[config.mk]
export PLATFORM = sky130hd
export DESIGN_NAME = btb_predictor
export DESIGN_NICKNAME = d
export VERILOG_FILES = /design/src/rtl/btb_predictor.sv
export SDC_FILE = /design/constraint.sdc
export NUM_CORES = 1
export LEC_CHECK = 0
export ABC_AREA = 1
export CAP_MARGIN = 20
export CORE_AREA = 4 4 347 349
export CTS_CLUSTER_SIZE = 20
export DETAILED_ROUTE_END_ITERATION = 16
export DIE_AREA = 0 0 351 353
export GPL_ROUTABILITY_DRIVEN = 0
export SKIP_CTS_REPAIR_TIMING = 1
export SLEW_MARGIN = 20
export SYNTH_ARGS = -nofsm -noshare
export SYNTH_HDL_FRONTEND = slang
export SYNTH_SLANG_ARGS = --single-unit
[constraint.sdc]
create_clock -name clk_i -period 7.45 [get_ports clk_i]
set_input_delay 0.745 -clock clk_i [delete_from_list [all_inputs] [get_ports clk_i]]
set_output_delay 0.745 -clock clk_i [all_outputs]
set_load 0.02 [all_outputs]
[src/rtl/btb_predictor.sv]
// btb_predictor: direct-mapped branch target buffer with 2-bit counters and perf counters
module btb_predictor #(
  parameter int ADDR_W  = 32,
  parameter int ENTRIES = 16,
  parameter int CNT_W   = 16
) (
  input  logic              clk_i,
  input  logic              rst_i,
  input  logic [ADDR_W-1:0] lookup_pc_i,
  output logic              hit_o,
  output logic              pred_taken_o,
  output logic [ADDR_W-1:0] pred_target_o,
  input  logic              upd_valid_i,
  input  logic [ADDR_W-1:0] upd_pc_i,
  input  logic [ADDR_W-1:0] upd_target_i,
  input  logic              upd_taken_i,
  input  logic              upd_is_jump_i,
  input  logic              upd_mispredict_i,
  input  logic              flush_i,
  output logic [CNT_W-1:0]  perf_mispredict_o,
  output logic [CNT_W-1:0]  perf_update_o
);
  localparam int IDX_W = $clog2(ENTRIES);
  localparam int TAG_W = ADDR_W - IDX_W - 2;
  logic              valid  [ENTRIES];
  logic [1:0]        ctr    [ENTRIES];
  logic              jmp    [ENTRIES];
  logic [TAG_W-1:0]  tag    [ENTRIES];
  logic [ADDR_W-1:0] target [ENTRIES];
  logic [IDX_W-1:0]  l_idx, u_idx;
  logic [TAG_W-1:0]  l_tag, u_tag;
  logic              u_hit, upd, write;
  logic [1:0]        ctr_nx, u_ctr;
  logic [CNT_W-1:0]  upd_cnt, mis_cnt;
  assign l_idx = lookup_pc_i[IDX_W+1:2];
  assign l_tag = lookup_pc_i[ADDR_W-1:IDX_W+2];
  assign u_idx = upd_pc_i[IDX_W+1:2];
  assign u_tag = upd_pc_i[ADDR_W-1:IDX_W+2];
  // Lookup reads only through valid, so unreset tag/target never reach the outputs.
  assign hit_o         = valid[l_idx] && (tag[l_idx] == l_tag);
  assign pred_taken_o  = hit_o && (ctr[l_idx][1] || jmp[l_idx]);
  assign pred_target_o = pred_taken_o ? target[l_idx] : '0;
  assign u_hit = valid[u_idx] && (tag[u_idx] == u_tag);
  assign u_ctr = ctr[u_idx];
  assign upd   = upd_valid_i && !flush_i;
  assign write = upd && (u_hit || upd_taken_i);
  // Counter update: fresh allocations start strong for jumps, weak-taken otherwise.
  always_comb
    ctr_nx = !u_hit ? (upd_is_jump_i ? 2'b11 : 2'b10)
           : upd_taken_i ? ((u_ctr == 2'b11) ? 2'b11 : u_ctr + 2'd1)
           : ((u_ctr == 2'b00) ? 2'b00 : u_ctr - 2'd1);
  // Entry state that must be reset: valid, counter, jump; flush wins over update.
  always_ff @(posedge clk_i or negedge rst_i)
    if (!rst_i) begin
      for (int i = 0; i < ENTRIES; i++) begin
        valid[i] <= 1'b0;
        ctr[i]   <= 2'b00;
        jmp[i]   <= 1'b0;
      end
    end else if (flush_i) begin
      for (int i = 0; i < ENTRIES; i++) valid[i] <= 1'b0;
    end else if (write) begin
      valid[u_idx] <= 1'b1;
      ctr[u_idx]   <= ctr_nx;
      jmp[u_idx]   <= upd_is_jump_i;
    end
  // Tag and target are only rewritten by taken updates (hit keeps the same tag).
  always_ff @(posedge clk_i)
    if (upd && upd_taken_i) begin
      tag[u_idx]    <= u_tag;
      target[u_idx] <= upd_target_i;
    end
  // Saturating performance counters, independent of flush.
  always_ff @(posedge clk_i or negedge rst_i)
    if (!rst_i) begin
      upd_cnt <= '0;
      mis_cnt <= '0;
    end else if (upd_valid_i) begin
      if (!(&upd_cnt)) upd_cnt <= upd_cnt + CNT_W'(1);
      if (upd_mispredict_i && !(&mis_cnt)) mis_cnt <= mis_cnt + CNT_W'(1);
    end
  assign perf_update_o     = upd_cnt;
  assign perf_mispredict_o = mis_cnt;
endmodule

==> results of run 1 <==
## routing by layer
| metal | part of all wire [%] | wire length, um | vias to the layer above |
|---|---|---|---|
| li1 | - | - | 16100 |
| met1 | 43 | 60200 | 17100 |
| met2 | 46 | 64400 | 1437 |
| met3 | 7.8 | 11000 | 266 |
| met4 | 3.1 | 4270 | 16 |
| met5 | 0.073 | 102 | - |
## sequential cells by signal (all words and copies together), names as in the netlist
| name | count |
|---|---|
| jmp | 16 |
| perf_update_o | 16 |
| tag | 416 |
| valid | 16 |
| perf_mispredict_o | 16 |
| target | 512 |
| ctr | 32 |
## worst max path at each step
stage	from	endpoint	cells past startpoint
after global placement	lookup_pc_i[2]	pred_target_o[27]	15
after floorplan	upd_pc_i[3]	tag[10][0]	7
after global routing	lookup_pc_i[3]	pred_target_o[23]	15
after CTS	lookup_pc_i[3]	pred_target_o[23]	15
after detailed placement	lookup_pc_i[3]	pred_target_o[23]	15
final	lookup_pc_i[3]	pred_target_o[23]	15
## kinds of logic (layout without fill, tap and decap cells)
family          after synthesis  count (layout)  share of synthesized area [%]
simple gates               1966            1966                           16.7
flops                      1024            1024                           64.8
compound gates              985             985                           12.6
buf+inv                     546             691                           5.02
xor+xnor                     42              42                          0.788
fa+ha+maj                     2               2                         0.0536
mux                           1               1                         0.0241
other cells                   0               9                              0
## Yosys cell counts (3+ instances only)
master	instances	area share, %
inv_1	241	1.9
nand2_2	4	0.054
a21oi_1	350	3.8
buf_6	13	0.31
nor2_2	3	0.040
nand3_1	177	1.9
dfrtp_1	96	5.1
edfxtp_1	928	60
clkbuf_1	160	1.3
o31ai_1	35	0.56
a221oi_1	118	2.2
o221ai_1	8	0.15
a31oi_1	8	0.11
o211ai_1	100	1.6
a21oi_2	8	0.15
a22oi_1	13	0.21
inv_2	5	0.040
nand2_1	1440	12
nor2_1	282	2.3
o22ai_1	15	0.20
o21ai_0	212	2.3
clkinv_1	4	0.032
o21ai_1	103	1.1
o21bai_1	10	0.16
xor2_1	21	0.39
buf_4	20	0.32
buf_2	71	0.76
nand2_4	10	0.24
buf_1	27	0.22
nor4_1	3	0.040
nor3_1	23	0.25
nand4_1	16	0.21
xnor2_1	21	0.39
## area by class of cell
cell class,count,share of cell area [%]
diodes,9,0.0421
clock buffers,144,5.46
clock inverters,65,1.53
inverters,252,1.82
multi-input cells,2996,26.6
flip-flops and latches,1024,56.6
well taps,1536,3.59
repair buffers,230,4.32
## stage by stage
step	total power, mW	setup WS [ns]	area (um2)	util (%)	hold slack, ns
2_1_floorplan	7.27	2.87	46700	-	0.434
3_3_place_gp	7.76	1.66	49700	42.3	0.451
3_5_place_dp	7.78	1.63	49700	42.3	0.457
4_1_cts	13.4	1.62	53400	45.5	-0.0697
5_1_grt	13.8	1.24	53400	45.5	0.504
6_report	13.3	1.58	53500	45.5	0.469
## worst max-delay path, stage by stage
cell and delay (ns):
clkbuf_8 0.38, inv_8 0.72, buf_4 0.71, o211ai_1 0.19
nand3_1 0.12, nand3_1 0.15, nand3_1 0.16, nand3_1 0.16
nor2_1 0.14, nand2_1 0.06, nor2_1 0.20, nand3b_1 0.11
buf_4 0.28, nor2_1 0.17, clkdlybuf4s50_1 0.63
## power by group
group	internal (mW)	switching [mW]	leakage [nW]
Sequential	6.38	0.0815	9.61
Clock	3.30	2.31	1.81
Combinational	0.382	0.825	8.56
==> results.md, run 1 <==
- Cells after Synth: 4566
- Synthesized cell area: approximately 0.047 mm2
- CTS tree: built
- Met1 usage: a little under a third
- Routed vias: approximately 35000
- Fin crit share: between 70% and 80%
- Fin. max-slew vios: 0
- Rows: 126
- Max FO, Critical Path: roughly 120
- Antenna viol nets, final: 0
- PD cells: about 250 mW/mm2
- Post-synthesis sequential area ratio: roughly 65%
- Port Buf Inserts: approximately 160
- First-pass GRT wire length: between 200000 and 250000 um
- Cell count of the worst hold path: 2
- Crit path DAT: 5.12 ns
- Fmax: between 150 and 200 MHz
- Most common cell after layout, fill and taps aside: nand2_1
- Clock skew: about 0.035 ns
- Status: completed
- Crit start category: input pin
- Area growth from synthesis to layout: 14.5%
- Clock Sinks: just over 1000
- Syn Area/Cell: roughly 10 um2
- Sequential Area: 0.0303 mm2
- GR Util met3: under 10%
- Post-synthesis register bit count: roughly 1000
- Worst reg-to-reg setup slack: 4.11 ns
- Worst R2R Path Depth: 16
- Most Crowded Layer GR: met2
- Clk_lat worst skew: 0.72 ns
- Dpl hpwl: approximately 73000 um
- Max cap viols: 0
- Layout Nets: roughly 4700
- Final WL: approximately 140000 um
- TNS Setup: 0 ns
- I/O Pins: about 170
- DRC: 0
- Global routing met2 resource utilization: between 30% and 40%
- Setup Crit Path Kind: in -> out
- Die height: between 300 and 400 um
- Layout cell share with drive strength beyond 1: around 6%
- Gr usage total: 22.1%
- Synth Flop Type: edfxtp_1
- Final Critical Period: just under 6 ns
- Final setup vio count: 0
- Post-synth EDFFs: 928
- Worst-margin pin slew: 1.08 ns
- R2r startpoint: tag[5][23]
- Worst slew margin: between 20% and 30%
- Initial antenna violation count: 14
- Final Non-Filler Cells: ~6300
- Root buf cell: clkbuf_16
- Die Wd: ~350 um
- CTS buffer count: about 110
- Lkg Pwr: roughly 20 nW
- Hold_sp: jmp[11]
- DR WL/cell: approximately 22 um
- Worst Hold Class: reg -> reg
- Die area: 0.124 mm2
- DR pass1 iterations: 5
- CP required: around 6.7 ns
- Max Root-Sink Buffers: 3
- RSZ-0062 raised after global routing: false
- Grt total ovfl: 0
- Multi-input gate area: around 0.014 mm2
- Cells after DPL: just over 6000
- Most frequent cells in the layout: nand2_1, edfxtp_1, a21oi_1, nor2_1, inv_1
- CP endpoint kind: primary output
- H-tree depth: 3
- Fillers: about 11000
- Async SR Flop Fraction: a little under a tenth
- Yosys warning count: 0
- Final hold vios: 0
- First DRT Iteration DRCs: 3406
- Post-synth cell types: 48
- Syn nets: 4671
- Largest net degree at the start of global routing: 170
- Vias in the first global route: between 30000 and 40000
- Clock slew at reported path FFs: 0.06 ns
- Peak VDD IR: ~190 uV
- Hold Path End: jmp[11]
- Initial Util: 39.8%
- Core area: 0.117 mm2
- Vias per cell: 5.58
- Reg2Reg Capture Point: ctr[21]
Note: power is estimated with default switching activity, not from simulation.
==> inputs of run 2 (changes only) <==
==> constraint.sdc (replaced) <==
create_clock -name clk_i -period 5.4 [get_ports clk_i]
set_input_delay 0.54 -clock clk_i [delete_from_list [all_inputs] [get_ports clk_i]]
set_output_delay 0.54 -clock clk_i [all_outputs]
set_load 0.02 [all_outputs]
==> run 2 against run 1 <==
Against the previous run: clock skew up 0.0033 ns; power up 37%; flip-flop and latch count unchanged; final area up 0.67%; critical endpoint is now pred_target_o[20]; largest cell class unchanged.
==> results.md, run 2 (synthesized netlist as in run 1, its figures left out) <==
- Status: completed (unchanged)
- Grt total ovfl: 0 (unchanged)
- RSZ-0062 raised after global routing: false (unchanged)
- Critical Path, Cell by Cell: buf_8, inv_12, buf_12, buf_4, nand2_1, o211ai_1, nand3_1, nand3_1, nand2_1, xnor2_1, nand2_1, nor2_1, nand2_1, nor2_1, nand3b_1, buf_4, buf_4, nor2_1, clkdlybuf4s50_1 (was clkbuf_8, inv_8, buf_4, o211ai_1, nand3_1, nand3_1, nand3_1, nand3_1, nor2_1, nand2_1, nor2_1, nand3b_1, buf_4, nor2_1, clkdlybuf4s50_1)
- Clock slew at reported path FFs: 0.06 ns (about the same)
- DR pass1 iterations: 6 (was 5)
- Max FO, Critical Path: 48 (was 116)
- Largest stage delay on the critical path: 0.63 ns (was 0.72 ns)
- First-pass GRT wire length: 207000 um (was 208000 um)
- Worst slew margin: 25.1% (was 27.7%)
- Fin crit share: 94.7%
- TNS Setup: 0 ns (unchanged)
- Regs by FF count: target: 512 flops, tag: 416 flops, ctr: 32 flops (unchanged)
- Worst reg-to-reg setup slack: 2.56 ns (was 4.11 ns)
- Fin. max-slew vios: 0 (unchanged)
- Fmax: approximately 200 MHz
- Layout Nets: 4749 (was 4720)
- Layout cell share with drive strength beyond 1: 6.63% (was 6.18%)
- Final Critical Period: 5.11 ns
- I/O Pins: 169 (unchanged)
- PD cells: 337 mW/mm2 (was 248 mW/mm2)
- CTS tree: built (unchanged)
- Final WL: 140000 um (about the same)
- WHS: 0.343 ns (was 0.469 ns)
- Fillers: 10700 (about the same)
- Max FFs per register: 512 (unchanged)
- DRC: 0 (unchanged)
- CP top delay family: buffers and inverters (unchanged)
- CTS buffer count: 109 (was 111)
- Largest net degree at the start of global routing: 208 (was 170)
- Dpl hpwl: 75400 um (was 73500 um)
- CP required: 4.86 ns (was 6.70 ns)
- Reg with most FFs: target (unchanged)
- Rows: 126 (unchanged)
- H-tree depth: 3 (unchanged)
- Clock Sinks: 1024 (unchanged)
- Final Non-Filler Cells: 6284 (was 6256)
- Max Root-Sink Buffers: 3 (unchanged)
- Most frequent cells in the layout: nand2_1, edfxtp_1, a21oi_1, nor2_1, inv_1 (unchanged)
- CP endpoint kind: primary output (unchanged)
- Gr usage total: 22.0% (was 22.1%)
- Peak VDD IR: 243 uV (was 185 uV)
- Port Buf Inserts: 164 (unchanged)
- Slowest stage cell on the critical path: clkdlybuf4s50_1 (was inv_8)
- Worst Hold Class: in -> async (was reg -> reg)
- R2r startpoint: tag[2][9] (was tag[5][23])
- Initial Util: 39.8% (unchanged)
- Die area: 0.124 mm2 (unchanged)
- DR WL/cell: 22.3 um (was 22.4 um)
- Final setup vio count: 0 (unchanged)
- Root buf cell: clkbuf_16 (unchanged)
- Clk_lat worst skew: 0.72 ns (about the same)
- Critical path origin: lookup_pc_i[2] (was lookup_pc_i[3])
- Sequential Area: 0.0303 mm2 (unchanged)
- Cells after DPL: 6068 (was 6037)
- Lkg Pwr: 20.1 nW (was 20.0 nW)
- Routed vias: 34600 (was 34900)
- Final hold vios: 0 (unchanged)
- Most common cell after layout, fill and taps aside: nand2_1 (unchanged)
- Max cap viols: 0 (unchanged)
- Worst-margin pin slew: 1.12 ns (was 1.08 ns)
- Reg2Reg Capture Point: ctr[26] (was ctr[21])
- Crit start category: input pin (unchanged)
- Die Wd: 351 um (unchanged)
- Setup Crit Path Kind: in -> out (unchanged)
- Clock skew: 0.0379 ns (was 0.0347 ns)
- First DRT Iteration DRCs: 3445 (was 3406)
- Multi-input gate area: 0.0142 mm2 (unchanged)
- Die height: 353 um (unchanged)
- Vias per cell: 5.51 (was 5.58)
- Core area: 0.117 mm2 (unchanged)
- Design Area, Final: 0.0538 mm2 (was 0.0535 mm2)
- Crit path buf inv count: 7 (was 5)
- Most frequent CP cell: nand2_1 (was nand3_1)
- Initial antenna violation count: 13 (was 14)
- Area growth from synthesis to layout: 15.3% (was 14.5%)
- Crit path DAT: 4.57 ns (was 5.12 ns)
- Worst R2R Path Depth: 19 (was 16)
- Post-DP Area: 0.0502 mm2 (was 0.0497 mm2)
- Antenna viol nets, final: 0 (unchanged)
- Vias in the first global route: 33000 (was 33100)
run 2: cell types whose count changed in the layout (fill, tap and decap cells not counted), moves of 3 or more:
| cell | change |
|---|---|
| clkbuf_1 | -10 |
| clkinv_1 | +12 |
| diode_2 | +3 |
| clkinv_2 | -5 |
| buf_12 | +21 |
| buf_4 | +10 |
run 2: final cells by class:
class                      instances  share of cell area, %
tap                             1536                   3.57
timing repair buffer             261                   5.21
sequential                      1024                   56.2
clock inverter                    72                   1.44
antenna                           12                 0.0558
clock buffer                     131                   5.24
multi-input combinational       2996                   26.4
inverter                         252                   1.82
run 2: how the worst max path moves through the flow:
stage / to / slack (ns) / cells after the start
after floorplan: tag[10][0] / 1.02 / 7
after global placement: pred_target_o[8] / 0.37 / 19
after detailed placement: pred_target_o[20] / 0.34 / 19
after CTS: pred_target_o[20] / 0.31 / 19
after global routing: pred_target_o[20] / 0.01 / 17
final: pred_target_o[20] / 0.29 / 19
run 2: layer usage:
metal	vias up	share of wire, %	track usage (%)	wire length [um]
li1	16100	-	-	-
met4	10	3.5	7.86	4960
met5	-	0.056	0	78
met2	1406	45	34.7	63400
met3	300	7.9	4.03	11100
met1	16800	43	30.5	60300
run 2: worst register-to-register path, cell delays in order, from the launching register on:
cell      delay, ns
edfxtp_1       0.38
nand2_1        0.08
nand2_1        0.06
nand2_1        0.05
nand2_1        0.07
nand2_1        0.06
nand2_1        0.08
nor2_1         0.23
nor2_1         0.10
nor2_1         0.22
nand2_1        0.08
nor2_1         0.10
nand2_1        0.07
nor2_2         0.33
nand3_4        0.14
nand2_4        0.09
buf_12         0.23
nand2_1        0.20
nand2_1        0.10
nand2_1        0.05
run 2: power by group:
group          internal (mW)  total [mW]  switching [mW]
registers               8.80        8.91           0.112
clock network           4.36        7.55            3.19
logic                  0.548        1.69            1.14
total                   13.7        18.1            4.44
run 2: metrics by stage:
step | setup WS (ns) | total power, mW | util [%]
6_report | 0.288 | 18.1 | 45.8
5_1_grt | 0.0128 | 18.8 | 45.8
4_1_cts | 0.313 | 18.3 | 45.8
3_5_place_dp | 0.336 | 10.7 | 42.7
3_3_place_gp | 0.374 | 10.7 | 42.7
2_1_floorplan | 1.02 | 10.0 | -
